$ cat config.mk
export PLATFORM = sky130hd
export DESIGN_NAME = vga_timing_gen
export DESIGN_NICKNAME = d
export VERILOG_FILES = /design/src/rtl/vga_pkg.sv /design/src/rtl/vga_timing_gen_axis.sv /design/src/rtl/vga_timing_gen.sv
export SDC_FILE = /design/constraint.sdc
export NUM_CORES = 1
export LEC_CHECK = 0
export BUFFER_PORTS_ARGS = -buffer_cell sky130_fd_sc_hd__buf_2
export CAP_MARGIN = 40
export CORE_ASPECT_RATIO = 0.5
export CORE_MARGIN = 4
export CORE_UTILIZATION = 58
export CTS_CLUSTER_SIZE = 14
export DETAILED_ROUTE_END_ITERATION = 12
export HOLD_SLACK_MARGIN = 0.1
export PLACE_DENSITY = 0.8
export SLEW_MARGIN = 20
export SYNTH_ARGS = -nofsm -noshare
export SYNTH_HDL_FRONTEND = slang
export SYNTH_SLANG_ARGS = --single-unit
$ cat constraint.sdc
create_clock -name rfr_clk -period 3.2 [get_ports rfr_clk]
set_clock_uncertainty 0.05 [all_clocks]
set_input_delay 0.32 -clock rfr_clk [delete_from_list [all_inputs] [get_ports rfr_clk]]
set_output_delay 0.32 -clock rfr_clk [all_outputs]
set_load 0.1 [all_outputs]
$ cat src/rtl/vga_pkg.sv
// vga_pkg: shared raster phase type and default 640x480@60 timing constants.
package vga_pkg;

    typedef enum logic [1:0] {PH_ACTIVE, PH_FRONT, PH_SYNC, PH_BACK} phase_t;

    localparam int DEF_H_ACTIVE = 640;
    localparam int DEF_H_FRONT  = 16;
    localparam int DEF_H_SYNC   = 96;
    localparam int DEF_H_BACK   = 48;
    localparam int DEF_V_ACTIVE = 480;
    localparam int DEF_V_FRONT  = 10;
    localparam int DEF_V_SYNC   = 2;
    localparam int DEF_V_BACK   = 33;

    localparam int H_TOTAL   = DEF_H_ACTIVE + DEF_H_FRONT + DEF_H_SYNC + DEF_H_BACK;
    localparam int V_TOTAL   = DEF_V_ACTIVE + DEF_V_FRONT + DEF_V_SYNC + DEF_V_BACK;
    localparam int MAX_PIXEL = DEF_H_ACTIVE - 1;
    localparam int MAX_LINE  = DEF_V_ACTIVE - 1;

endpackage

$ cat src/rtl/vga_timing_gen_axis.sv
// vga_axis_counter: one raster axis - position counter plus ACTIVE/FRONT/SYNC/BACK phase FSM.
module vga_axis_counter
    import vga_pkg::*;
#(
    parameter int ACTIVE = DEF_H_ACTIVE,
    parameter int FRONT  = DEF_H_FRONT,
    parameter int SYNC   = DEF_H_SYNC,
    parameter int BACK   = DEF_H_BACK,
    parameter int POL    = 0
) (
    input  logic        clk,
    input  logic        reset_n,
    input  logic        adv,
    output logic [11:0] cnt,
    output phase_t      phase,
    output logic        sync,
    output logic        wrap
);

    localparam int TOTAL = ACTIVE + FRONT + SYNC + BACK;
    localparam logic [11:0] LAST    = 12'(TOTAL - 1);
    localparam logic [11:0] F_START = 12'(ACTIVE);
    localparam logic [11:0] S_START = 12'(ACTIVE + FRONT);
    localparam logic [11:0] B_START = 12'(ACTIVE + FRONT + SYNC);
    localparam logic        ON      = 1'(POL);

    if (ACTIVE <= 0 || FRONT <= 0 || SYNC <= 0 || BACK <= 0 || TOTAL > 4096) begin : g_bad_timing
        $error("vga_axis_counter: timing parameters must be nonzero with total <= 4096");
    end

    logic [11:0] cnt_nxt;
    phase_t      phase_nxt;
    logic        sync_nxt;

    assign wrap = cnt == LAST;

    always_ff @(posedge clk or negedge reset_n) begin
        if (!reset_n) begin
            cnt   <= LAST;
            phase <= PH_BACK;
            sync  <= ~ON;
        end else if (adv) begin
            cnt   <= cnt_nxt;
            phase <= phase_nxt;
            sync  <= sync_nxt;
        end
    end

    // phase boundaries are detected on the upcoming count so phase and count stay aligned
    always_comb begin
        cnt_nxt   = wrap ? 12'd0 : cnt + 12'd1;
        phase_nxt = phase;
        case (phase)
            PH_ACTIVE: phase_nxt = (cnt_nxt == F_START) ? PH_FRONT  : PH_ACTIVE;
            PH_FRONT:  phase_nxt = (cnt_nxt == S_START) ? PH_SYNC   : PH_FRONT;
            PH_SYNC:   phase_nxt = (cnt_nxt == B_START) ? PH_BACK   : PH_SYNC;
            PH_BACK:   phase_nxt = (cnt_nxt == 12'd0)   ? PH_ACTIVE : PH_BACK;
        endcase
    end

    always_comb sync_nxt = (phase_nxt == PH_SYNC) ? ON : ~ON;

endmodule

$ cat src/rtl/vga_timing_gen.sv
// vga_timing_gen: raster timing for pixel_gen - counters, syncs, video_on and line/frame markers.
module vga_timing_gen
    import vga_pkg::*;
#(
    parameter int H_ACTIVE = DEF_H_ACTIVE,
    parameter int H_FRONT  = DEF_H_FRONT,
    parameter int H_SYNC   = DEF_H_SYNC,
    parameter int H_BACK   = DEF_H_BACK,
    parameter int V_ACTIVE = DEF_V_ACTIVE,
    parameter int V_FRONT  = DEF_V_FRONT,
    parameter int V_SYNC   = DEF_V_SYNC,
    parameter int V_BACK   = DEF_V_BACK,
    parameter int H_POL    = 0,
    parameter int V_POL    = 0
) (
    input  logic        rfr_clk,
    input  logic        reset_n,
    input  logic        pix_en,
    output logic [11:0] pixel_cnt,
    output logic [11:0] line_cnt,
    output logic        h_sync,
    output logic        v_sync,
    output logic        video_on,
    output logic        line_start,
    output logic        frame_start,
    output logic [7:0]  frame_cnt
);

    localparam logic [11:0] H_LAST_ACT = 12'(H_ACTIVE - 1);
    localparam logic [11:0] V_LAST_ACT = 12'(V_ACTIVE - 1);

    phase_t h_phase, v_phase;
    logic   h_wrap, v_wrap, frame_wrap, h_act_nxt, v_act_nxt, started;

    vga_axis_counter #(
        .ACTIVE(H_ACTIVE), .FRONT(H_FRONT), .SYNC(H_SYNC), .BACK(H_BACK), .POL(H_POL)
    ) u_h (
        .clk(rfr_clk), .reset_n(reset_n), .adv(pix_en),
        .cnt(pixel_cnt), .phase(h_phase), .sync(h_sync), .wrap(h_wrap)
    );

    vga_axis_counter #(
        .ACTIVE(V_ACTIVE), .FRONT(V_FRONT), .SYNC(V_SYNC), .BACK(V_BACK), .POL(V_POL)
    ) u_v (
        .clk(rfr_clk), .reset_n(reset_n), .adv(pix_en & h_wrap),
        .cnt(line_cnt), .phase(v_phase), .sync(v_sync), .wrap(v_wrap)
    );

    // predict whether the position after this edge is visible, so video_on lines up with the counters
    always_comb begin
        frame_wrap = h_wrap && v_wrap;
        h_act_nxt  = h_wrap || (h_phase == PH_ACTIVE && pixel_cnt != H_LAST_ACT);
        v_act_nxt  = h_wrap ? (v_wrap || (v_phase == PH_ACTIVE && line_cnt != V_LAST_ACT))
                            : v_phase == PH_ACTIVE;
    end

    // started suppresses the count for the reset-release wrap so the first frame reads 0
    always_ff @(posedge rfr_clk or negedge reset_n) begin
        if (!reset_n) begin
            video_on    <= 1'b0;
            line_start  <= 1'b0;
            frame_start <= 1'b0;
            frame_cnt   <= 8'd0;
            started     <= 1'b0;
        end else if (pix_en) begin
            video_on    <= h_act_nxt && v_act_nxt;
            line_start  <= h_wrap;
            frame_start <= frame_wrap;
            frame_cnt   <= frame_cnt + {7'd0, started && frame_wrap};
            started     <= 1'b1;
        end
    end

endmodule
==> summary.txt, run 1 <==
Outcome
  – Status: completed

Die
  – Core area: 0.00459 sq mm
  – I/O pins: 40
  – Die Height: 57.8 um
  – Num rows: 17
  – Die area: 0.00622 sq mm
  – Die X: 108 um
  – Starting Density: 0.626

Clock network
  – Hold_buf cts: 1
  – Clock Latency Late Sink: 0.30 ns
  – TritonCTS clock tree: done
  – CTS root buf: clkbuf_8
  – Post-CTS setup buffers: 0
  – TritonCTS Buffers: 5
  – H-tree depth: 2
  – Clock-pin slew on the worst setup and hold paths: 0.08 ns
  – CTS Buffer Depth: 2
  – CTS Sinks: 42
  – Post_cts resized: 0

Worst setup path
  – WS Path Type: reg -> reg
  – CP required: 3.38 ns
  – Max FO, Critical Path: 12
  – Startpoint types: flop
  – Crit-path max cell delay: 0.58 ns
  – Crit path max-delay family: simple AND/OR/NAND/NOR gates
  – Worst Path Arrival: 3.14 ns
  – Worst path slowest cell: dfstp_2
  – CP endpoint kind: flop
  – Buffers & Inverters on Critical Path: 0
  – Critical-path cell list: ha_1 -> and4_1 -> and4_1 -> nor2_1 -> a2111oi_0 -> nand2_1 -> a311o_1
  – Crit path top cell by count: and4_1

Cells and area
  – Post-Route Utilization: 0.688
  – Fin nets: 359
  – Area delta synth->final: 9.97%
  – Antenna cell count: 0
  – Fillers: 379
  – Non-Filler Instances: 417
  – Layout cells sized above 1: 0.262

STA
  – Worst-Margin Slew: 0.862 ns
  – Period utilization: 0.925
  – Setup TNS: 0 ns
  – Setup violations, final: 0
  – Unrepaired setup endpoints after global routing: false
  – Worst relative slew slack: 0.420
  – Fin Hold WS: 0.377 ns
  – Fin. Hold Viols: 0
  – Max Clk Rate: 0.338 GHz
  – Tmin final: 2.96 ns
  – Final Max Slew Viols: 0

Placement
  – Final estimated routing congestion in global placement: 0.897
  – Dpl cells: 408
  – Post-DP HPWL: 4980 um
  – Port Buf Inserts: 39

Route
  – Vias per cell: 6.24
  – DR iter-0 viols: 138
  – Routed WL: 6930 um
  – Via count: 2604
  – Final ANT Viol Nets: 0
  – Drt pass-1 iters: 7
  – WL/cell: 16.6 um
  – Number of remaining DRC errors: 0

Global route
  – Initial antenna violation count: 0
  – Vias in the first global route: 2430
  – Global-route wire length before repair: 11700 um
  – Tot GR Track Use: 0.232
  – Gr ovfl total: 0
  – Largest net degree at the start of global routing: 25

Power and ir drop
  – Maximum VDD drop: 606 uV
  – Leakage: 1.36 nW
  – Sw frac: 0.438
  – Comb power frac: 0.379
  – Psw: 712 uW
  – Design Power: 1.63 mW
  – P_int: 914 uW
  – Power per cell area: 514 mW/mm^2
  – Register share of total power: 0.397
  – Clk pwr share: 0.223

Synth
  – Most used DFF post-synth: dfrtp_1
  – Synth top area share: 0.226
  – Syn Area/Cell: 8.87 sq um
  – Cell accounting for the most synthesized area: dfrtp_1
  – Register area share after synthesis: 0.372
  – Asr flop ratio synth: 1.00
  – Cell variety after synth: 71
  – Syn nets: 333
  – Yosys warnings: 0
  – Post-synth EDFFs: 0
  – Synth top area cells: dfrtp_1 (23%), dfstp_2 (15%), xnor2_1 (5.5%)
  – Mapped Cells: 324
  – Mapped Area: 0.00288 sq mm
  – Yosys reg bits: 42

Hold path
  – Hold Path Class: in -> reg

Run
  – Max-cap violations: 0
[worst paths after layout]
kind / start / to / slack (ns) / depth (start not counted)
worst min-delay path: pix_en / u_h.phase[1] / 0.38 / 3
worst min register to register: started / started / 0.42 / 1
max in group asynchronous: reset_n / u_v.cnt[3] / 2.09 / 3
worst max register to register: u_h.cnt[0] / u_h.phase[0] / 0.24 / 7
min in group asynchronous: reset_n / u_h.cnt[6] / 0.45 / 2
worst max-delay path: u_h.cnt[0] / u_h.phase[0] / 0.24 / 7
[routing by layer]
| layer | GRT usage | up-vias | part of all wire |
|---|---|---|---|
| met4 | 0.0683 | 0 | 0.011 |
| met3 | 0.0534 | 8 | 0.073 |
| li1 | - | 1242 | - |
| met1 | 0.314 | 1243 | 0.45 |
| met2 | 0.377 | 111 | 0.46 |
| met5 | 0 | - | 0 |
[flip-flops by register name, summed over array words and instances (netlist names)]
register / count
frame_cnt: 8
frame_start: 1
line_start: 1
started: 1
u_h.cnt: 12
u_h.phase: 2
u_h.sync: 1
u_v.cnt: 12
u_v.phase: 2
u_v.sync: 1
video_on: 1
[worst register-to-register path: stages, from the launching register on]
cell,delay (ns)
dfstp_2,0.58
ha_1,0.21
and4_1,0.46
and4_1,0.45
nor2_1,0.12
a2111oi_0,0.54
nand2_1,0.11
a311o_1,0.37
[cells by family (layout without fill, tap and decap cells)]
group | Yosys count | after routing | share of synthesized area
buf+inv | 34 | 61 | 0.0653
compound gates | 74 | 74 | 0.175
simple gates | 140 | 140 | 0.272
fa+ha+maj | 6 | 6 | 0.0261
mux | 4 | 4 | 0.0152
xor+xnor | 24 | 24 | 0.0731
flops | 42 | 42 | 0.372
[power groups by stage]
stage               clock network, mW  logic, mW  registers [mW]
floorplan                           0      0.234           0.911
global placement                    0      0.598           0.650
detailed placement                  0      0.605           0.654
CTS                             0.368      0.609           0.645
global route                    0.392      0.647           0.653
finish                          0.363      0.617           0.646
[placed cells by master (no fill, tap or decap), types with 7 or more instances in the layout]
cell type   n
nor3_1     12
nand3_1    16
and3_1      7
nand4_1    12
o21ai_0    24
nand2_1    37
o31ai_1     8
xnor2_1    18
nor2_1     14
dfstp_2    16
buf_2      39
nor4_1      8
a21oi_1     8
dfrtp_1    26
[synthesized netlist by cell type (3+ instances only)]
cell / n
and2_1: 3
nor4_1: 8
a31oi_1: 6
clkbuf_1: 12
o31ai_1: 8
and3_1: 7
xnor2_1: 18
mux2_2: 3
nand4_1: 12
nor2_1: 14
and4_1: 3
xor2_1: 6
dfrtp_1: 26
ha_1: 6
and3_2: 3
nor3_1: 12
a21oi_1: 8
dfstp_2: 16
or2_2: 4
o21ai_0: 24
nand3_1: 16
clkbuf_8: 3
inv_1: 6
nand2_1: 37
buf_2: 6
[area by class of cell]
type,instances,area (sq um),share of cell area
clock inverters,1,5.00,0.00158
repair buffers,47,278,0.0879
well taps,66,82.6,0.0261
multi-input cells,248,1620,0.511
inverters,6,22.5,0.00712
clock buffers,7,86.3,0.0273
flip-flops and latches,42,1070,0.339
[through the flow]
stage | worst slack, ns | instance area, sq um
after floorplan | 0.118 | 2880
after global placement | 0.440 | 3030
after detailed placement | 0.291 | 3060
after CTS | 0.271 | 3160
after global routing | 0.0360 | 3160
final | 0.240 | 3160
No activity file was read; power rests on OpenSTA's default activity.
==> run 2: changes to the inputs <==
--- a/config.mk
+++ b/config.mk
@@ -14,6 +14,7 @@
 export DETAILED_ROUTE_END_ITERATION = 12
 export HOLD_SLACK_MARGIN = 0.1
 export PLACE_DENSITY = 0.8
+export RECOVER_POWER = 50
 export SLEW_MARGIN = 20
 export SYNTH_ARGS = -nofsm -noshare
 export SYNTH_HDL_FRONTEND = slang
==> run 2 against run 1 <==
Setup slack improved by 0.015 ns; global-route usage unchanged; critical endpoint unchanged; worst hold slack improved by 0.0061 ns; clock-buffer cell count unchanged.
==> summary.txt, run 2 (synthesized netlist as in run 1, its figures left out) <==
Outcome
  – Status: completed

Route
  – Routed WL: 6970 um
  – Drt pass-1 iters: 5
  – Number of remaining DRC errors: 0
  – Final ANT Viol Nets: 0
  – DR iter-0 viols: 147
  – Via count: 2602
  – WL/cell: 16.7 um
  – Vias per cell: 6.24

Die
  – Die area: 0.00622 sq mm
  – Core area: 0.00459 sq mm
  – Die Height: 57.8 um
  – I/O pins: 40
  – Num rows: 17
  – Starting Density: 0.626
  – Die X: 108 um

Worst setup path
  – Worst Path Arrival: 3.12 ns
  – Startpoint types: flop
  – Max FO, Critical Path: 12
  – WS Path Type: reg -> reg
  – CP required: 3.38 ns
  – R2r setup slk: 0.25 ns
  – R2r worst-path depth: 7
  – FF-to-FF Start: u_h.cnt[0]
  – CP endpoint kind: flop
  – Crit Reg-Reg Endpoint: u_h.phase[0]

STA
  – Worst-Margin Slew: 1.31 ns
  – Final Max Slew Viols: 0
  – Unrepaired setup endpoints after global routing: false
  – Fin. Hold Viols: 0
  – Worst relative slew slack: 0.126
  – Setup violations, final: 0
  – Tmin final: 2.95 ns
  – Max Clk Rate: 0.340 GHz
  – Setup TNS: 0 ns
  – Period utilization: 0.920
  – Fin Hold WS: 0.383 ns

Hold path
  – Min-Delay Endpoint: u_h.phase[1]
  – Hold Path Class: in -> reg
  – Hold path depth: 3
  – Min-delay src: pix_en

Clock network
  – TritonCTS clock tree: done
  – CTS root buf: clkbuf_8
  – CTS Sinks: 42
  – Hold_buf cts: 1
  – Post-CTS setup buffers: 0
  – CTS Buffer Depth: 2
  – H-tree depth: 2
  – Clock Latency Late Sink: 0.30 ns
  – Clock-pin slew on the worst setup and hold paths: 0.08 ns
  – TritonCTS Buffers: 5
  – Post_cts resized: 0

Power and ir drop
  – Leakage: 1.28 nW
  – Clk pwr share: 0.224
  – Register share of total power: 0.398
  – Maximum VDD drop: 593 uV
  – P_int: 910 uW
  – Power per cell area: 520 mW/mm^2
  – Sw frac: 0.439
  – Comb power frac: 0.378
  – Psw: 713 uW

Placement
  – Post-DP HPWL: 4980 um
  – Final estimated routing congestion in global placement: 0.897
  – Port Buf Inserts: 39
  – Post-place instance area: 0.00306 sq mm
  – Dpl cells: 408

Global route
  – Largest net degree at the start of global routing: 25
  – Global-route wire length before repair: 11700 um
  – Initial antenna violation count: 0
  – Tot GR Track Use: 0.232
  – Vias in the first global route: 2430
  – Gr ovfl total: 0

Cells and area
  – Fin nets: 359
  – Commonest non-fill, non-tap cell in the layout: nand2_1
  – Non-Filler Instances: 417
  – Area delta synth->final: 8.49%
  – Post-Route Utilization: 0.679
  – Top Registers: u_h.cnt (12), u_v.cnt (12), frame_cnt (8)
  – Most frequent cells in the layout: nand2_1 (37), dfrtp_1 (26), o21ai_0 (24), buf_2 (24), xnor2_1 (18)
  – Final instance area: 0.00312 sq mm
  – Layout cells sized above 1: 0.217
  – Antenna cell count: 0

Run
  – Max-cap violations: 0
[run 2: final cells by class]
type                       count  area [sq um]
fill                         391          1480
multi-input combinational    248          1620
timing repair buffer          47           235
clock buffer                   7          86.3
clock inverter                 1          5.00
tap                           66          82.6
inverter                       6          22.5
sequential                    42          1070
[run 2: stage by stage]
stage / setup WS, ns / total power [mW]
6_report: 0.255 / 1.62
5_1_grt: 0.0360 / 1.69
4_1_cts: 0.271 / 1.62
3_5_place_dp: 0.291 / 1.26
3_3_place_gp: 0.440 / 1.25
2_1_floorplan: 0.118 / 1.15
[run 2: routing by layer]
metal,vias up,part of all wire,GRT usage
met5,-,0,0
met4,0,0.014,0.0683
met3,13,0.075,0.0534
met2,114,0.46,0.377
met1,1237,0.45,0.314
li1,1238,-,-
[run 2: power groups by stage]
stage / Combinational [mW] / Clock (mW) / Sequential, mW
final: 0.613 / 0.364 / 0.646
after detailed placement: 0.605 / 0 / 0.654
after global placement: 0.598 / 0 / 0.650
after global routing: 0.643 / 0.392 / 0.653
after floorplan: 0.234 / 0 / 0.911
after CTS: 0.609 / 0.368 / 0.645
[run 2: worst max-delay path by stage]
stage,startpoint,slack (ns),cells after the start,to
after CTS,u_h.cnt[0],0.27,7,u_h.phase[0]
after global routing,u_h.cnt[0],0.04,7,u_h.phase[0]
after global placement,u_h.cnt[0],0.44,7,u_h.phase[0]
after detailed placement,u_h.cnt[0],0.29,7,u_h.phase[0]
after floorplan,u_v.cnt[5],0.12,8,frame_cnt[1]
final,u_h.cnt[0],0.25,7,u_h.phase[0]
[run 2: critical path, stage by stage (launching register included)]
cell,delay (ns)
dfstp_2,0.58
ha_1,0.21
and4_1,0.46
and4_1,0.44
nor2_1,0.11
a2111oi_0,0.54
nand2_1,0.11
a311o_1,0.37
